### src/rtl/and_stim_sequencer.sv
// Stimulus scheduler for the two-input AND test FSM: walks a fixed 12-step {i1,i2}/dwell
// table, checks dut_y against i1&i2 at the end of each dwell and keeps a sticky error flag.
module and_stim_sequencer #(
   parameter int unsigned NUM_STEPS = 12,
   parameter int unsigned CNT_W     = 12,
   parameter int unsigned TICK_DIV  = 1
) (
   input  logic       clk,
   input  logic       reset,
   input  logic       start,
   input  logic       pause,
   input  logic       dut_y,
   output logic       i1,
   output logic       i2,
   output logic [3:0] step,
   output logic       busy,
   output logic       done,
   output logic       err,
   output logic [3:0] err_step
);

   localparam int unsigned   PreW     = (TICK_DIV > 1) ? $clog2(TICK_DIV) : 1;
   localparam logic [PreW-1:0] PreLast = PreW'(TICK_DIV - 1);
   localparam logic [3:0]    LastStep = 4'(NUM_STEPS - 1);

   typedef enum logic [1:0] {StIdle, StRun, StDone} state_e;

   state_e           state_q, state_d;
   logic [3:0]       step_q, step_d;
   logic             i1_q, i1_d, i2_q, i2_d;
   logic [CNT_W-1:0] cnt_q, cnt_d;
   logic [PreW-1:0]  pre_q, pre_d;
   logic             err_q, err_d;
   logic [3:0]       err_step_q, err_step_d;
   logic             tick;
   logic [3:0]       step_nxt;

   // {i1,i2} level pair of a table entry
   function automatic logic [1:0] step_pat(input logic [3:0] s);
      logic [1:0] p;
      case (s)
         4'd0:    p = 2'b10;
         4'd1:    p = 2'b11;
         4'd2:    p = 2'b01;
         4'd3:    p = 2'b00;
         4'd4:    p = 2'b10;
         4'd5:    p = 2'b11;
         4'd6:    p = 2'b01;
         4'd7:    p = 2'b00;
         4'd8:    p = 2'b01;
         4'd9:    p = 2'b11;
         4'd10:   p = 2'b01;
         default: p = 2'b00;
      endcase
      return p;
   endfunction

   // Counter load value: dwell in ticks minus one
   function automatic logic [CNT_W-1:0] step_load(input logic [3:0] s);
      logic [CNT_W-1:0] c;
      case (s)
         4'd4, 4'd7: c = CNT_W'(299);
         4'd6, 4'd8: c = CNT_W'(199);
         default:    c = CNT_W'(499);
      endcase
      return c;
   endfunction

   assign tick     = (state_q == StRun) && !pause && (pre_q == PreLast);
   assign step_nxt = step_q + 4'd1;

   always_comb begin
      state_d    = state_q;
      step_d     = step_q;
      i1_d       = i1_q;
      i2_d       = i2_q;
      cnt_d      = cnt_q;
      pre_d      = pre_q;
      err_d      = err_q;
      err_step_d = err_step_q;
      unique case (state_q)
         StIdle, StDone: begin
            if (start) begin
               state_d      = StRun;
               step_d       = 4'd0;
               {i1_d, i2_d} = step_pat(4'd0);
               cnt_d        = step_load(4'd0);
               pre_d        = '0;
               err_d        = 1'b0;
               err_step_d   = 4'd0;
            end
         end
         StRun: begin
            if (!pause) begin
               pre_d = tick ? '0 : pre_q + PreW'(1);
            end
            if (tick) begin
               if (cnt_q != '0) begin
                  cnt_d = cnt_q - CNT_W'(1);
               end else begin
                  if (dut_y != (i1_q & i2_q)) begin
                     err_d = 1'b1;
                     if (!err_q) err_step_d = step_q;
                  end
                  if (step_q != LastStep) begin
                     step_d       = step_nxt;
                     {i1_d, i2_d} = step_pat(step_nxt);
                     cnt_d        = step_load(step_nxt);
                  end else begin
                     state_d = StDone;
                     step_d  = 4'd0;
                     i1_d    = 1'b0;
                     i2_d    = 1'b0;
                  end
               end
            end
         end
         default: state_d = StIdle;
      endcase
   end

   always_ff @(posedge clk or negedge reset) begin
      if (!reset) begin
         state_q    <= StIdle;
         step_q     <= 4'd0;
         i1_q       <= 1'b0;
         i2_q       <= 1'b0;
         cnt_q      <= '0;
         pre_q      <= '0;
         err_q      <= 1'b0;
         err_step_q <= 4'd0;
      end else begin
         state_q    <= state_d;
         step_q     <= step_d;
         i1_q       <= i1_d;
         i2_q       <= i2_d;
         cnt_q      <= cnt_d;
         pre_q      <= pre_d;
         err_q      <= err_d;
         err_step_q <= err_step_d;
      end
   end

   assign i1       = i1_q;
   assign i2       = i2_q;
   assign step     = step_q;
   assign busy     = (state_q == StRun);
   assign done     = (state_q == StDone);
   assign err      = err_q;
   assign err_step = err_step_q;

endmodule

### config.mk
export PLATFORM = sky130hd
export DESIGN_NAME = and_stim_sequencer
export DESIGN_NICKNAME = d
export VERILOG_FILES = /design/src/rtl/and_stim_sequencer.sv
export SDC_FILE = /design/constraint.sdc
export NUM_CORES = 1
export LEC_CHECK = 0
export ABC_AREA = 1
export CORE_ASPECT_RATIO = 1.5
export CORE_MARGIN = 4
export CORE_UTILIZATION = 30
export DETAILED_ROUTE_END_ITERATION = 7
export REMOVE_ABC_BUFFERS = 1
export SLEW_MARGIN = 20
export SYNTH_ARGS = -nofsm -noshare
export SYNTH_HDL_FRONTEND = slang
export SYNTH_SLANG_ARGS = --single-unit
export TNS_END_PERCENT = 20
### constraint.sdc
create_clock -name clk -period 1.85 [get_ports clk]
set_clock_uncertainty 0.15 [all_clocks]
set_input_delay 0.37 -clock clk [delete_from_list [all_inputs] [get_ports clk]]
set_output_delay 0.37 -clock clk [all_outputs]
set_load 0.05 [all_outputs]
Yosys cells after proc, flatten, opt, wreduce, memory -nomap -nowiden
Memory sizes are Yosys's and may differ from the RTL's. Index checks and enable logic that the tools add are counted.

Flip-flop bits (word level): 26. ROM bits: 32. Bits of input ports: 5. Output and inout bits: 13. Logic and storage cells: 83. Memories: 1.

Memories: (name not given) (depth 16, bits a word 2, read ports 1, clocked after memory_dff 0, wr ports 0, line 41) `case (s)`.

Add/subtract/negate cells: 3. Equal/unequal tests: 16. Muxes and demuxes: 38. Bitwise operators: 2. Reduce and logical (&&, ||, !) cells: 15.

Operators with widths (number): $mux 12 (4); $mux 4 (8); $pmux 12 s2 (1); $pmux 9 s2 (1); $pmux 4 s2 (2); $mux 1 (13); $eq 4x3->1 const B (3); $reduce_and 4->1 (3); $reduce_bool 12->1 (1); $sub 12x1->12 const B (1); $ne 2x2->1 const B (5); $mux 2 (4); $pmux 1 s2 (4); $reduce_and 6->1 (1); $reduce_or 2->1 (3); $reduce_and 5->1 (1); $add 4x1->4 const B (1); $eq 4x4->1 const B (1); $ne 2x1->1 const B (2); $ne 4x4->1 const B (1); $pmux 2 s2 (1); $ne 3x1->1 const B (1); $reduce_and 3->1 (1); $eq 2x1->1 const B (1); other kinds (9) (10).

Depth between registers and ports, before layout
Gate-level depths: netlist of run 1.

Depth after elaboration: 8. Gate-level depth with buffers: 11.

Worst setup path before layout of run 1
Ideal clock, no wire load.

Path kind: reg2reg. Start point: register step_q[0], in the netlist step[0]. End point: register cnt_q[6]. Setup time: 123 ps. Arrival: 1880 ps. Path slack: -303 ps. Cell stages (with the launch flop): 10. Clock period less this slack: 2153 ps. Path through: dfrtp_1 > ha_1 > nand2_1 > nor2_1 > nand4_4 > nand2_4 > inv_4 > buf_6 > nor2_1 > a21oi_1.

Word-level cells in the longest chain between the ends: 8. Elaborated cells on any way between the ends: 15.

RTL lines: start: declaration (line 29) `logic [3:0] step_q, step_d;`; start signal: assignment (line 134) `step_q <= step_d;`; $add 4x1->4 (line 70) `assign step_nxt = step_q + 4'd1;`; $eq 4x3->1 or $eq 4x4->1 (tied branches) (line 61) `case (s)`; $reduce_or 2->1 (line 61); $pmux 9 s2 (line 61); $mux 12 (line 105) `if (step_q != LastStep) begin`; $mux 12 (line 98) `if (cnt_q != '0) begin`; $mux 12 (line 97) `if (tick) begin`; $pmux 12 s2 (line 81) `unique case (state_q)`; end signal: assignment (line 137) `cnt_q <= cnt_d;`; end: declaration (line 31) `logic [CNT_W-1:0] cnt_q, cnt_d;`.

Parallel ways exist; a longest one is shown, timed or not. The select of a mux whose other input is x is not followed. A chain may end at the register's enable or synchronous reset.

Final worst setup path of run 1
Start point: register cnt_q[2]. End point: register cnt_q[3].

Word-level cells in the longest chain between the ends: 4. Elaborated cells on any way between the ends: 7.

RTL lines (line): $sub 12x1->12 or $reduce_bool 12->1 (tied branches) (99, 98); $mux 12 (98); $mux 12 (97); $pmux 12 s2 (81).

Parallel ways exist; a longest one is shown, timed or not. The select of a mux whose other input is x is not followed.

==> flow_summary.yaml, run 1 <==
sta:
  finalMaxSlewViolations: 0
  period_needed_ns: 1.79
  rsz0062_at_grt: "true"
  whs_ns: 0.306
  max_freq_ghz: 0.558
  finalHoldViolations: 0
  tightest_slew_ns: 0.361
  final.setup.tns_ns: 0
  finalSetupViolations: 0
  worst_slack_ns: 0.0594
  slew_headroom_pct: 75.8
  finalCritPeriodShare_pct: 96.8
power:
  swShare_pct: 40.7
  seq_power_share_pct: 37.4
  internal_power_mw: 1.28
  power.density_nw_per_um2: 923
  irDropWorstVdd_mv: 0.490
  pwr-share-comb_pct: 44.6
  total_leakage_power_nw: 1.14
  p_sw_mw: 0.877
  clkPwrFrac_pct: 18.0
worst_setup_path:
  crit_fanout: 13
  crit_path_end_kind: "flip-flop"
  cp_top_family: "simple AND/OR/NAND/NOR gates"
  cp.arrival_ns: 1.83
  max_stage_delay_ns: 0.43
  cp_slowest_cell: "dfrtp_1"
  required_ns: 1.89
  crit_buf_inv: 2
  cp-startpoint: "cnt_q[2]"
  cp-start-kind: "flip-flop"
  r2r-start: "cnt_q[2]"
  path_cells: "nor2_2 -> nand2_1 -> nor2_4 -> buf_4 -> nand4_4 -> nand2_4 -> inv_6 -> o22ai_2"
  worstSetupPathType: "reg2reg"
finish:
  antennaDiodeCount: 0
  syn_to_final_growth_pct: 31.5
  layout-drive-gt1-share_pct: 27.3
  final_nets: 295
place:
  gp_congestion: 0.866
  place_ws_ns: -0.0923
  hpwl_um: 3480
  io_buffers: 17
grt:
  grt_pass1_wl_um: 7650
  grtUsageTotal_pct: 13.3
  grt_pass1_vias: 1648
  antenna_found_initial: 0
  grt_max_degree: 27
  gr-total-overflow: 0
floorplanning:
  die_area_um2: 7240
  rows: 34
  fp.dieW_um: 70.8
  core_region_area_um2: 5790
  io_pins: 18
  start_util_pct: 30.7
  fp.dieH_um: 102
route:
  via_per_inst: 4.66
  drt-initial-drc-count: 63
  routed_wirelength_um: 4450
  ant_nets: 0
  dr_total_vias: 1649
  avgRoutedWirePerCell_um: 12.6
  drc: 0
  firstDrtPassIters: 4
clock_tree:
  tritoncts: "done"
  cts_htree_levels: 1
  clock_sinks: 26
  clockBufferDepth: 2
  cts_buffers: 3
  cts_hold_buf: 0
  clockRootBuffer: "clkbuf_8"
  clk_pin_slew_worst_paths_ns: 0.10
  clk_latency_ns: 0.28
synth:
  synthCells: 239
  synth_async_sr_flop_share_pct: 100
  synth_area_um2: 1780
  synth_edf_count: 0
  synth_flop_cell: "dfrtp_1"
  ys_warn_count: 0
  synth.avg_cell_area_um2: 7.43
  synth_sequential_area_ratio_pct: 36.6
  synth_cell_types: 30
  ys_seq_elements: 26
hold_path:
  hold_class: "in2async"
run:
  maxCapViolCount: 0
outcome:
  status: "completed"
## layout by cell type, fill, tap and decap left out, types with 2 or more instances in the layout
cell / count
nor2_1: 24
inv_1: 23
ha_1: 6
nor2_2: 4
clkbuf_8: 4
buf_12: 7
o21ai_0: 16
inv_6: 2
nand4_1: 8
nand3_1: 14
nor3_1: 3
a21oi_1: 9
nand2_1: 66
clkdlybuf4s50_1: 4
dfrtp_1: 24
xor2_1: 2
inv_2: 5
buf_4: 30
nor2_4: 6
o21ai_2: 2
nand2_4: 7
dfrtp_2: 2
## per-stage QoR
stage	cells	util [%]	instance area, um2	total power [mW]
CTS	350	39.3	2270	2.12
global placement	345	38.2	2210	1.73
floorplan	237	-	1750	1.39
global route	354	40.4	2340	2.31
finish	354	40.4	2340	2.16
detailed placement	345	38.2	2210	1.73
## timing repair
action	in CTS	in global routing
pin swaps	1	2
resized for setup	0	14
endpoints found under the setup margin	4	23
setup buffers	1	4
## layer usage
metal	GRT usage (%)	vias up	wire length (um)
met5	0	-	0
met4	6.22	0	108
met3	1.97	10	110
met2	24.9	26	2480
met1	14.7	761	1760
li1	-	852	-
## synthesized netlist by cell type, types with 2 or more instances
| library cell | n | area (um2) |
|---|---|---|
| a21oi_1 | 9 | 45.0 |
| buf_6 | 2 | 22.5 |
| dfrtp_1 | 26 | 651 |
| ha_1 | 7 | 87.6 |
| inv_1 | 25 | 93.8 |
| inv_2 | 4 | 15.0 |
| inv_4 | 2 | 12.5 |
| nand2_1 | 67 | 251 |
| nand2_2 | 2 | 12.5 |
| nand2_4 | 5 | 56.3 |
| nand3_1 | 14 | 70.1 |
| nand4_1 | 8 | 50.1 |
| nor2_1 | 27 | 101 |
| nor2_4 | 6 | 67.6 |
| nor3_1 | 3 | 15.0 |
| o21ai_0 | 16 | 80.1 |
| o21ai_2 | 2 | 17.5 |
| xor2_1 | 2 | 17.5 |
## cell families (layout without fill, tap and decap cells)
kind of cell | after synthesis | after routing | share of synthesized area, %
AO/OA/AOI/OAI | 33 | 33 | 10.8
XOR/XNOR | 2 | 2 | 0.986
adder cells (fa/ha/maj) | 7 | 7 | 4.93
buffers and inverters | 34 | 77 | 8.31
flip-flops | 26 | 26 | 36.6
AND/OR/NAND/NOR | 137 | 137 | 38.4
## power by group through the flow
stage | registers, mW | logic, mW | clock network [mW]
floorplan | 0.905 | 0.485 | 0
global placement | 0.814 | 0.915 | 0
detailed placement | 0.816 | 0.918 | 0
CTS | 0.805 | 0.923 | 0.397
global route | 0.824 | 1.08 | 0.410
finish | 0.807 | 0.962 | 0.389
## cell type report
cell class                 instances  area [um2]
clock buffer                       4        55.1
fill                             629        3450
inverter                          32         133
multi-input combinational        179        1000
sequential                        26         653
tap                               72        90.1
timing repair buffer              41         405
## flip-flops by register name, summed over array words and instances (netlist names)
signal	flops
cnt_q	12
i1	1
state_q	2
err	1
step	4
pre_q	1
i2	1
err_step	4
## worst paths after layout
path	endpoint	slack, ns	cells after the start
max in group asynchronous	cnt_q[3]	0.94	2
worst max-delay path	cnt_q[3]	0.06	8
worst min register to register	err_step[3]	0.34	2
worst min-delay path	err_step[1]	0.31	2
min in group clk	err_step[3]	0.34	2
worst max register to register	cnt_q[3]	0.06	8
No activity file was read; power rests on OpenSTA's default activity.
==> run 2: changes to the inputs <==
Settings changed: CTS_CLUSTER_SIZE from default to 14.
==> results of run 2 <==
No change in the layout: final DEF, timing and power equal those of run 1.
